<file path="config.mk">
export PLATFORM = sky130hd
export DESIGN_NAME = icache
export DESIGN_NICKNAME = d
export VERILOG_FILES = /design/src/rtl/icache.sv
export SDC_FILE = /design/constraint.sdc
export NUM_CORES = 1
export LEC_CHECK = 0
export ABC_AREA = 1
export BUFFER_PORTS_ARGS = -buffer_cell sky130_fd_sc_hd__buf_2
export CAP_MARGIN = 20
export CORE_UTILIZATION = 32
export DETAILED_ROUTE_END_ITERATION = 10
export GPL_TIMING_DRIVEN = 0
export SETUP_SLACK_MARGIN = 0.02
export SYNTH_ARGS = -nofsm -noshare
export SYNTH_HDL_FRONTEND = slang
export SYNTH_SLANG_ARGS = --single-unit
</file>
<file path="constraint.sdc">
create_clock -name clk -period 12 [get_ports clk]
set_clock_uncertainty 0.05 [all_clocks]
set_input_delay 0 -clock clk [delete_from_list [all_inputs] [get_ports clk]]
set_output_delay 0 -clock clk [all_outputs]
set_load 0.01 [all_outputs]
</file>
<file path="src/rtl/icache.sv">
// Direct-mapped instruction cache for the fetch stage.
// Lookup is combinational. A miss stalls fetch while a 4-word line is
// refilled over a req/ready handshake. Wrap-around hit/miss counters are kept.
module icache #(
    parameter int ADDRESS_SIZE = 32,
    parameter int LINES        = 4,
    parameter int LINE_WORDS   = 4
) (
    input  logic                       clk,
    input  logic                       reset,
    input  logic [ADDRESS_SIZE-1:0]    pc,
    input  logic                       I_stall_in,
    input  logic                       I_flush,
    output logic [31:0]                I_instruction,
    output logic                       I_stall,
    output logic                       mem_req,
    output logic [ADDRESS_SIZE-1:0]    mem_addr,
    input  logic                       mem_ready,
    input  logic [32*LINE_WORDS-1:0]   mem_data,
    output logic [31:0]                perf_hits,
    output logic [31:0]                perf_misses
);

    localparam int IB        = $clog2(LINES);
    localparam int TAG_W     = ADDRESS_SIZE - 4 - IB;
    localparam int LINE_BITS = 32 * LINE_WORDS;

    typedef enum logic {
        IDLE = 1'b0,
        REQ  = 1'b1
    } state_t;

    state_t                  state_q, state_d;
    logic [LINES-1:0]        valid_q, valid_d;
    logic [TAG_W-1:0]        tag_q  [LINES];
    logic [LINE_BITS-1:0]    data_q [LINES];
    logic [ADDRESS_SIZE-1:0] miss_addr_q, miss_addr_d;
    logic [31:0]             hits_q, hits_d;
    logic [31:0]             misses_q, misses_d;

    logic [IB-1:0]           pc_idx;
    logic [TAG_W-1:0]        pc_tag;
    logic [1:0]              pc_word;
    logic [IB-1:0]           fill_idx;
    logic [TAG_W-1:0]        fill_tag;
    logic                    hit;
    logic                    fill;
    logic                    unused_bits;

    // Byte offset of the PC and the line offset of the fill address carry no information.
    assign unused_bits = ^{pc[1:0], miss_addr_q[3:0]};

    assign pc_word  = pc[3:2];
    assign pc_idx   = pc[3+IB:4];
    assign pc_tag   = pc[ADDRESS_SIZE-1:4+IB];
    assign fill_idx = miss_addr_q[3+IB:4];
    assign fill_tag = miss_addr_q[ADDRESS_SIZE-1:4+IB];

    // A lookup only hits while idle, so a line being refilled never forwards early.
    assign hit  = (state_q == IDLE) && valid_q[pc_idx] && (tag_q[pc_idx] == pc_tag);
    assign fill = (state_q == REQ) && mem_ready;

    assign I_instruction = hit ? data_q[pc_idx][{pc_word, 5'b0} +: 32] : 32'h0;
    assign I_stall       = I_stall_in | ~hit;
    assign mem_req       = (state_q == REQ);
    assign mem_addr      = miss_addr_q;
    assign perf_hits     = hits_q;
    assign perf_misses   = misses_q;

    // Control state, valid bits and counters; reset aborts any fill in progress.
    always_ff @(posedge clk or negedge reset) begin
        if (!reset) begin
            state_q     <= IDLE;
            valid_q     <= '0;
            miss_addr_q <= '0;
            hits_q      <= '0;
            misses_q    <= '0;
        end else begin
            state_q     <= state_d;
            valid_q     <= valid_d;
            miss_addr_q <= miss_addr_d;
            hits_q      <= hits_d;
            misses_q    <= misses_d;
        end
    end

    // Line payload and tag storage; written only by a completing fill.
    always_ff @(posedge clk) begin
        if (fill) begin
            data_q[fill_idx] <= mem_data;
            tag_q[fill_idx]  <= fill_tag;
        end
    end

    // Next-state logic: miss detection, fill completion, flush and counters.
    always_comb begin
        state_d     = state_q;
        valid_d     = valid_q;
        miss_addr_d = miss_addr_q;
        hits_d      = hits_q;
        misses_d    = misses_q;

        case (state_q)
            IDLE: begin
                if (hit && !I_stall_in) begin
                    hits_d = hits_q + 32'd1;
                end else if (!hit && !I_stall_in && !I_flush) begin
                    miss_addr_d = {pc[ADDRESS_SIZE-1:4], 4'b0};
                    misses_d    = misses_q + 32'd1;
                    state_d     = REQ;
                end
            end
            REQ: begin
                // Downstream stall is ignored here: a started fill always completes.
                if (mem_ready) begin
                    valid_d[fill_idx] = 1'b1;
                    state_d           = IDLE;
                end
            end
            default: state_d = IDLE;
        endcase

        // Flush overrides everything, including a fill landing on the same edge.
        if (I_flush) begin
            valid_d = '0;
        end
    end

endmodule

</file>
# Word level (Yosys, flattened, before mapping)
# Memories as Yosys holds them, arrays and structs flattened.
# Index checks and enable logic that the tools add are counted.
[op_classes] n_eq_ne=1 mux=14 shift=1 addsub=2 reduce_logical=15 bitwise=5 n_lt_le_gt_ge=3
[ops] cell="variable part select 128 x 8 -> 32 bit" n=1
[ops] cell="adder 32 x 1 -> 32 bit (second input constant)" n=2
[ops] cell="2-to-1 mux 32 bit" n=1
[ops] cell="== test 26 bit" n=1
[ops] cell="2-to-1 mux 4 bit" n=3
[ops] cell="logical AND 1 bit" n=7
[ops] cell="2-to-1 mux 1 bit" n=7
[ops] cell="less-than comparator 2 x 3 -> 1 bit (second input constant)" n=2
[ops] cell="bitwise OR 4 bit" n=1
[ops] cell="AND reduction 2 bit" n=2
[ops] cell="nonzero test 2 bit" n=2
[ops] cell="logical NOT 1 bit" n=3
[ops] cell="inverter 1 bit" n=3
[ops] cell="AND reduction 3 bit" n=1
[ops] cell="binary-select mux 1 bit (select 2 bit)" n=1
[ops] cell="demux 1 bit (select 2 bit)" n=1
[ops] cell=">= comparator 2 x 1 -> 1 bit (second input constant)" n=1
[ops] cell="case mux 1 bit (2 select lines)" n=1
[ops] cell="bitwise OR 1 bit" n=1
[totals] output_inout_bits=130 n_memories=2 mem_bits_rw=616 reg_bits=97 wordCells=48 input_bits=165
[memory_table] memory="data_q" words=4 word_bits=128 rd=1 rd_clocked_by_memory_dff=0 wr=1 line="36" text="logic [LINE_BITS-1:0] data_q [LINES];"
[memory_table] memory="tag_q" words=4 word_bits=26 rd=1 rd_clocked_by_memory_dff=0 wr=1 line="35" text="logic [TAG_W-1:0] tag_q [LINES];"

# Longest topological paths before layout
# Gate-level depths: netlist of the first run.
[depth] word_depth=10 ltp_mapped=19 ltp_nobuf=15

# Worst setup path before layout of the first run
# Ideal clock, no wire load.
[synth_path] path_kind="flip-flop to flip-flop" start="reg state_q (netlist: mem_req)" end="mem data_q[1][0] (netlist name), enable pin" period_less_slack_ps=11913 arrival_ps=11003 setup_time_ps=860 path_buffers=0 path_stages_with_launch=3 t_required_ps=11090 setup_slack_ps=87 path_cell_list="dfrtp_1 > nand2_1 > nor3_1"
[synth_via] elab_chain_len=3
[synth_lines] item="start, declared" line="33" text="state_t state_q, state_d;"
[synth_lines] item="start signal, assigned" line="79" text="state_q <= state_d;"
[synth_lines] item="logical AND 1 bit" line="61" text="assign fill = (state_q == REQ) && mem_ready;"
[synth_lines] item="2-to-1 mux 1 bit" line="89" text="if (fill) begin"
[synth_lines] item="2-to-1 mux 1 bit (implied by the code)" line="90" text="data_q[fill_idx] <= mem_data;"
[synth_lines] item="end, declared" line="36"
# No other way between the ends.

# Worst setup path after layout of the first run
[layout_path] start="in pc[5]" end="out I_instruction[31]"
[layout_via] elab_chain_len=5 word_cells_on_any_way=9 classes_between="eq/ne (1); shift (1); mux (3); reduce/logical (2); memory (2)"
[layout_lines] item="start, declared" line="11" text="input logic [ADDRESS_SIZE-1:0] pc,"
[layout_lines] item="branches (longest 4 deep; another with memory (4 x 128 bit))"
[layout_lines] item="2-to-1 mux 32 bit (*)" line="63" text="assign I_instruction = hit ? data_q[pc_idx][{pc_word, 5'b0} +: 32] : 32'h0;"
[layout_lines] item="end, declared" line="14" text="output logic [31:0] I_instruction,"
# Mark *: on every way between the ends. The select of a mux whose other input is x is not followed.

==> impl_metrics.toml, run 1 <==
[worst_setup_path]
arrival_ns = 3.41
path_max_fanout = 10
cp_common_cell = "buf_2"
slowest_stage = "clkbuf_1"
path_buf_inv = 7
path_class = "in2out"
crit_family = "buffers and inverters"
start_kind = "input port"
cp_slowest_stage_delay_ns = 0.73
cp_cell_sequence = "buf_2, inv_2, buf_2, buf_4, clkbuf_1, clkbuf_1, a21oi_1, a221oi_1, a211oi_1, nor3_1, buf_2"
required_ns = 11.95
cp-end-kind = "primary output"

[cts]
cts-root-buf = "clkbuf_16"
cts_tree = "done"
post_cts_buffers = 0
h-tree-depth = 3
clk_latency_ns = 0.66
clk_path_buf_depth = 3
cts_resized = 0
cts_buffers = 79
cts.sinks = 713
cts.clk_slew.worst_paths_ns = 0.06

[final_layout]
final_layout_size_suffix_gt1_share_pct = 17.38
multiInputGateArea_um2 = 8383
fill_cells = 8849
nNetsFinal = 3452
regArea_um2 = 20930
syn2layout_area_growth_pct = 27.04

[synth]
synth_warnings = 0
ys_ff_latch = 713
ys_types = 37
seq_area_frac_synth_pct = 68.84
synth.avg_cell_area_um2 = 11.35
syn_area_um2 = 30400
synthCells = 2679

[timing]
fin_crit_ns = 3.464
setup_violations = 0
rsz0062_at_grt = "false"
setup_slack_ns = 8.536
layout_worst_path_cycle_share_pct = 28.87
tightest_slew_ns = 1.034
fmax_mhz = 288.7
hold_ws_ns = 0.04317
hold_viol_final = 0
drv_slew = 0
slew_headroom_pct = 30.71

[routing]
viasPerCell = 5.001
drtIter0Drc = 2085
wl_um = 95190
drtAntennaViolNets = 0
drt-pass1-iter-count = 7
num_vias = 23080
drc = 0
avgRoutedWirePerCell_um = 20.63

[floorplan]
initial_utilization_pct = 32.42
dieHeight_um = 310.2
io_pins = 295
die_area_um2 = 96230
rows = 112
fp.coreArea_um2 = 93750
die_x_um = 310.2

[hold_path]
hold_class = "in2reg"

[placed_design]
gp_congestion = 0.9103
place_ws_ns = 8.451
portBuffers = 286
dpl.hpwl_um = 68080

[global_route]
grt_pass1_vias = 22080
grt_max_degree = 53
grtUsageTotal_pct = 19.51
grt_first_pass_wirelength_um = 140000
antenna_found_initial = 18
gr-total-overflow = 0

[pwr]
peakVddDrop_mv = 0.1361
p_leak_uw = 0.01515
power_density_nw_per_um2 = 151.8

[job]
maxCapViolCount = 0

[status]
status = "finished clean"
-- synthesized netlist by cell type --
master    number  area share, %
inv_1         85            1.0
nand2_1      860             11
a21oi_2        2          0.058
nor2_4         1          0.037
edfxtp_1     616             61
nor3_1        32           0.53
a221oi_1      36            1.0
xnor2_1       14           0.40
buf_6         11           0.41
conb_1         1          0.012
ha_1           2          0.082
nand4_1       47           0.97
o221ai_1       4           0.12
nor2_2         1          0.021
buf_4         14           0.35
nand3_2        1          0.033
buf_1         10           0.12
a211oi_1      31           0.77
a32oi_1       31           0.89
nor2_1       108            1.3
nor4_1         9           0.19
nand2_2        2          0.041
inv_2          5          0.062
nor3_2        29           0.95
and3_1         1          0.021
a21oi_1      217            3.6
buf_2         35           0.58
o21ai_0        9           0.15
a22oi_1       31           0.77
nand3b_1      14           0.35
dfrtp_1       97            8.0
nand3_1      178            2.9
o311a_1       19           0.63
clkinv_1       1          0.012
xor2_1        28           0.81
clkbuf_1      90            1.1
o31ai_1        7           0.17
-- timing repair --
action / in CTS / in global routing
hold buffers: 161 / 0
setup endpoints to repair: 0 / 0
hold endpoints to repair: 671 / 0
-- final timing paths --
path | startpoint | to | slack [ns] | cells after the start
worst max-delay path | pc[5] | I_instruction[31] | 8.54 | 11
worst min-delay path | mem_data[25] | data_q[2][25] | 0.04 | 2
worst max register to register | mem_req | data_q[3][88] | 9.09 | 7
worst min register to register | valid_q[0] | valid_q[0] | 0.45 | 2
max in group asynchronous | reset | mem_addr[5] | 11.20 | 4
min in group asynchronous | reset | perf_hits[12] | 0.42 | 4
-- final cells by class --
class                      instances  share of cell area [%]
antenna                           12                 0.07776
buffer                           160                   2.018
clock buffer                      97                   5.401
clock inverter                    48                   1.406
inverter                          91                  0.8845
multi-input combinational       1718                   21.71
sequential                       713                   54.18
tap                             1254                   4.063
timing repair buffer             522                   10.26
-- placed cells by master (no fill, tap or decap), types with 9 or more instances in the layout --
cell,Yosys,layout
a211oi_1,31,31
a21oi_1,217,217
a221oi_1,36,36
a22oi_1,31,31
a32oi_1,31,31
buf_1,10,10
buf_2,35,320
buf_4,14,20
buf_6,11,65
buf_8,0,15
clkbuf_1,90,105
clkbuf_16,0,80
clkinv_1,1,16
clkinv_2,0,11
dfrtp_1,97,97
diode_2,0,12
dlygate4sd3_1,0,160
edfxtp_1,616,616
inv_1,85,85
nand2_1,860,860
nand3_1,178,178
nand3b_1,14,14
nand4_1,47,47
nor2_1,108,108
nor3_1,32,28
nor3_2,29,33
nor4_1,9,9
o21ai_0,9,9
o311a_1,19,19
xnor2_1,14,14
xor2_1,28,28
-- per-stage QoR --
step / util [%] / std cells / power [uW] / setup TNS [ns] / area (um^2)
after CTS: 41.16 / 4603 / 5906 / 0 / 38590
after detailed placement: 36.62 / 4297 / 3414 / 0 / 34330
after global routing: 41.17 / 4608 / 6049 / 0 / 38600
after global placement: 35.64 / 4222 / 3434 / -5730.81 / 33410
after floorplan: - / 2682 / 3182 / 0 / 30410
final: 41.19 / 4615 / 5861 / 0 / 38620
-- logic make-up after synthesis --
family | after synthesis | synth area share, %
other cells | 1 | 0.01234
buf+inv | 251 | 3.688
flops | 713 | 68.84
compound gates | 387 | 8.154
simple gates | 1283 | 18.02
xor+xnor | 42 | 1.210
fa+ha+maj | 2 | 0.08231
-- metal layers --
| layer | up-vias | track usage [%] | share of wire, % |
|---|---|---|---|
| met3 | 157 | 3.698 | 7.1 |
| met1 | 11260 | 26.25 | 43 |
| met5 | - | 0 | 0.12 |
| met4 | 18 | 6.221 | 2.6 |
| met2 | 851 | 31.71 | 47 |
| li1 | 10790 | - | - |
-- report_power, final --
part / internal (uW) / switching (uW) / total (uW)
Clock: 1420 / 1030 / 2450
Sequential: 2810 / 59.5 / 2870
Combinational: 189 / 349 / 538
-- worst reg2reg max path: cells and delay by family, from the launching register on --
family | cells | cell delay [ns]
buffers and inverters | 5 | 0.98
DFF | 1 | 0.49
and+or+nand+nor | 2 | 1.07
-- registers in the layout, indices dropped and copies added, names as in the netlist --
| register | cells |
|---|---|
| data_q | 512 |
| tag_q | 104 |
| perf_hits | 32 |
| mem_addr | 28 |
| valid_q | 4 |
| perf_misses | 32 |
| mem_req | 1 |
No activity file was read; power rests on OpenSTA's default activity.
==> run 2: changes to the inputs <==
clock period = 2.85 ns   (was 12 ns; I/O delays follow)
==> run 2 against run 1 <==
Effect of this change:
- worst hold slack lost 0.0042 ns
- final cell count shrank 0.26%
- flip-flop and latch count unchanged
- first-iteration DRC count hardly changed
- total power increased to 4.2 times the previous value
- worst setup slack got worse by 8.5 ns
- global-route usage down 0.081 points
- combinational power rose to 4.4 times the previous value
==> impl_metrics.toml, run 2 (synthesis gave the netlist of run 1 again) <==
[status]
status = "finished clean"

[final_layout]
final_common_cell = "nand2_1"
syn2layout_area_growth_pct = 29.52
layout_common_cells = "nand2_1 (851), edfxtp_1 (616), buf_2 (319)"
utilization_pct = 42.00
largest_reg_flops = 512
reg_top3 = "data_q: 512 flops, tag_q: 104 flops"
final_layout_size_suffix_gt1_share_pct = 18.75
top_register = "data_q"
final_area_um2 = 39370
nNetsFinal = 3444

[routing]
drc = 0
avgRoutedWirePerCell_um = 20.81
viasPerCell = 5.013
wl_um = 95800
num_vias = 23070
drtIter0Drc = 2086
drtAntennaViolNets = 0
drt-pass1-iter-count = 6

[cts]
cts_buffers = 79
cts_tree = "done"
cts.clk_slew.worst_paths_ns = 0.06
cts.sinks = 713
h-tree-depth = 3
clk_path_buf_depth = 3
cts-root-buf = "clkbuf_16"
clk_latency_ns = 0.67

[global_route]
grtUsageTotal_pct = 19.43
gr-total-overflow = 0
grt_first_pass_wirelength_um = 138500
grt_pass1_vias = 21960
antenna_found_initial = 19
grt_max_degree = 54

[timing]
fin_crit_ns = 2.832
tightest_slew_ns = 0.8385
fmax_mhz = 353.1
layout_worst_path_cycle_share_pct = 99.36
slew_headroom_pct = 44.10
rsz0062_at_grt = "true"
hold_viol_final = 0
setup_violations = 0
setup_slack_ns = 0.01829
drv_slew = 0

[placed_design]
gp_congestion = 0.9330
dpl_cell_area_um2 = 34580
place_ws_ns = -0.7647
dpl.hpwl_um = 67020
portBuffers = 286

[floorplan]
die_x_um = 310.2
io_pins = 295
die_area_um2 = 96230
rows = 112
dieHeight_um = 310.2
fp.coreArea_um2 = 93750
initial_utilization_pct = 32.42

[worst_setup_path]
path_max_fanout = 6
required_ns = 2.80
reg2reg_slack_ns = 0.23
arrival_ns = 2.78
critical_path.endpoint = "I_instruction[2]"
cp-end-kind = "primary output"
path_class = "reg2out"
start_kind = "flop"
worstSetupStartpoint = "tag_q[0][7]"
r2r-end = "mem_addr[30]"
r2r_cells = 15
reg2reg_from = "tag_q[0][7]"

[pwr]
peakVddDrop_mv = 0.5256
p_leak_uw = 0.01536
power_density_nw_per_um2 = 621.8

[hold_path]
hold_class = "in2reg"
whs_path_depth = 2
hp-start = "mem_data[25]"

[job]
maxCapViolCount = 0
run 2: cell count changes in the layout (fill, tap and decap cells not counted), sizes merged:
cell,change
diode,-1
inv,-1
dlygate4sd3,+3
bufinv,-3
buf,-11
clkinv,+1
run 2: worst min path at each step:
| stage | slack [ns] | end |
|---|---|---|
| floorplan | -0.35 | mem_addr[10] |
| global placement | 0.17 | data_q[1][83] |
| detailed placement | 0.02 | perf_hits[25] |
| CTS | 0.0004 | data_q[2][87] |
| global route | 0.03 | data_q[0][72] |
| finish | 0.04 | data_q[3][25] |
run 2: metrics by stage:
stage               std cells  hold WS, ns  total power [uW]  setup TNS [ns]
finish                   4603      0.03893             24480               0
global route             4601      0.03060             25310         -0.6413
CTS                      4585    0.0004151             24640         -0.1379
detailed placement       4270      0.01763             14430          -9.622
global placement         4222       0.1656             14310        -3170.82
floorplan                2682      -0.3456             13330        -1161.71
run 2: per-layer routing:
metal  track usage [%]  up-vias  part of all wire [%]
met5                 0        -                 0.092
met1             26.36    11240                    43
met3             3.453      149                   6.7
li1                  -    10780                     -
met4             6.221       14                   2.6
met2             31.49      887                    48
run 2: worst max-delay path: stages, from the launching register on:
cell	delay [ns]
edfxtp_1	0.37
nand2_1	0.09
nand3_2	0.07
nand3b_1	0.20
nand2_1	0.07
nor2_1	0.11
nand2_1	0.07
nor2_1	0.12
nand2_2	0.10
inv_2	0.08
nand2_4	0.08
buf_12	0.16
buf_12	0.16
nor3_4	0.24
buf_2	0.18
run 2: area by class of cell:
cell class / count / area, um^2
fill: 8829 / 54380
sequential: 713 / 20930
multi-input combinational: 1718 / 8695
timing repair buffer: 514 / 4375
clock buffer: 97 / 2085
tap: 1254 / 1569
buffer: 160 / 875.8
clock inverter: 45 / 473.0
inverter: 91 / 341.6
antenna: 11 / 27.53
run 2: repair_timing:
action                                 CTS  global route
gates resized for setup                 54            68
hold buffers                           164             0
endpoints found under the hold margin  720             0
buffers inserted                         8             6
pin swaps                               18            20
gates cloned                             1             1
setup endpoints to repair               32            48
run 2: where the power goes:
group          switching, uW  total, uW  internal (uW)
sequential               249      12100          11900
clock                   4280       9990           5710
combinational           1530       2390            860
total                   6060      24500          18400
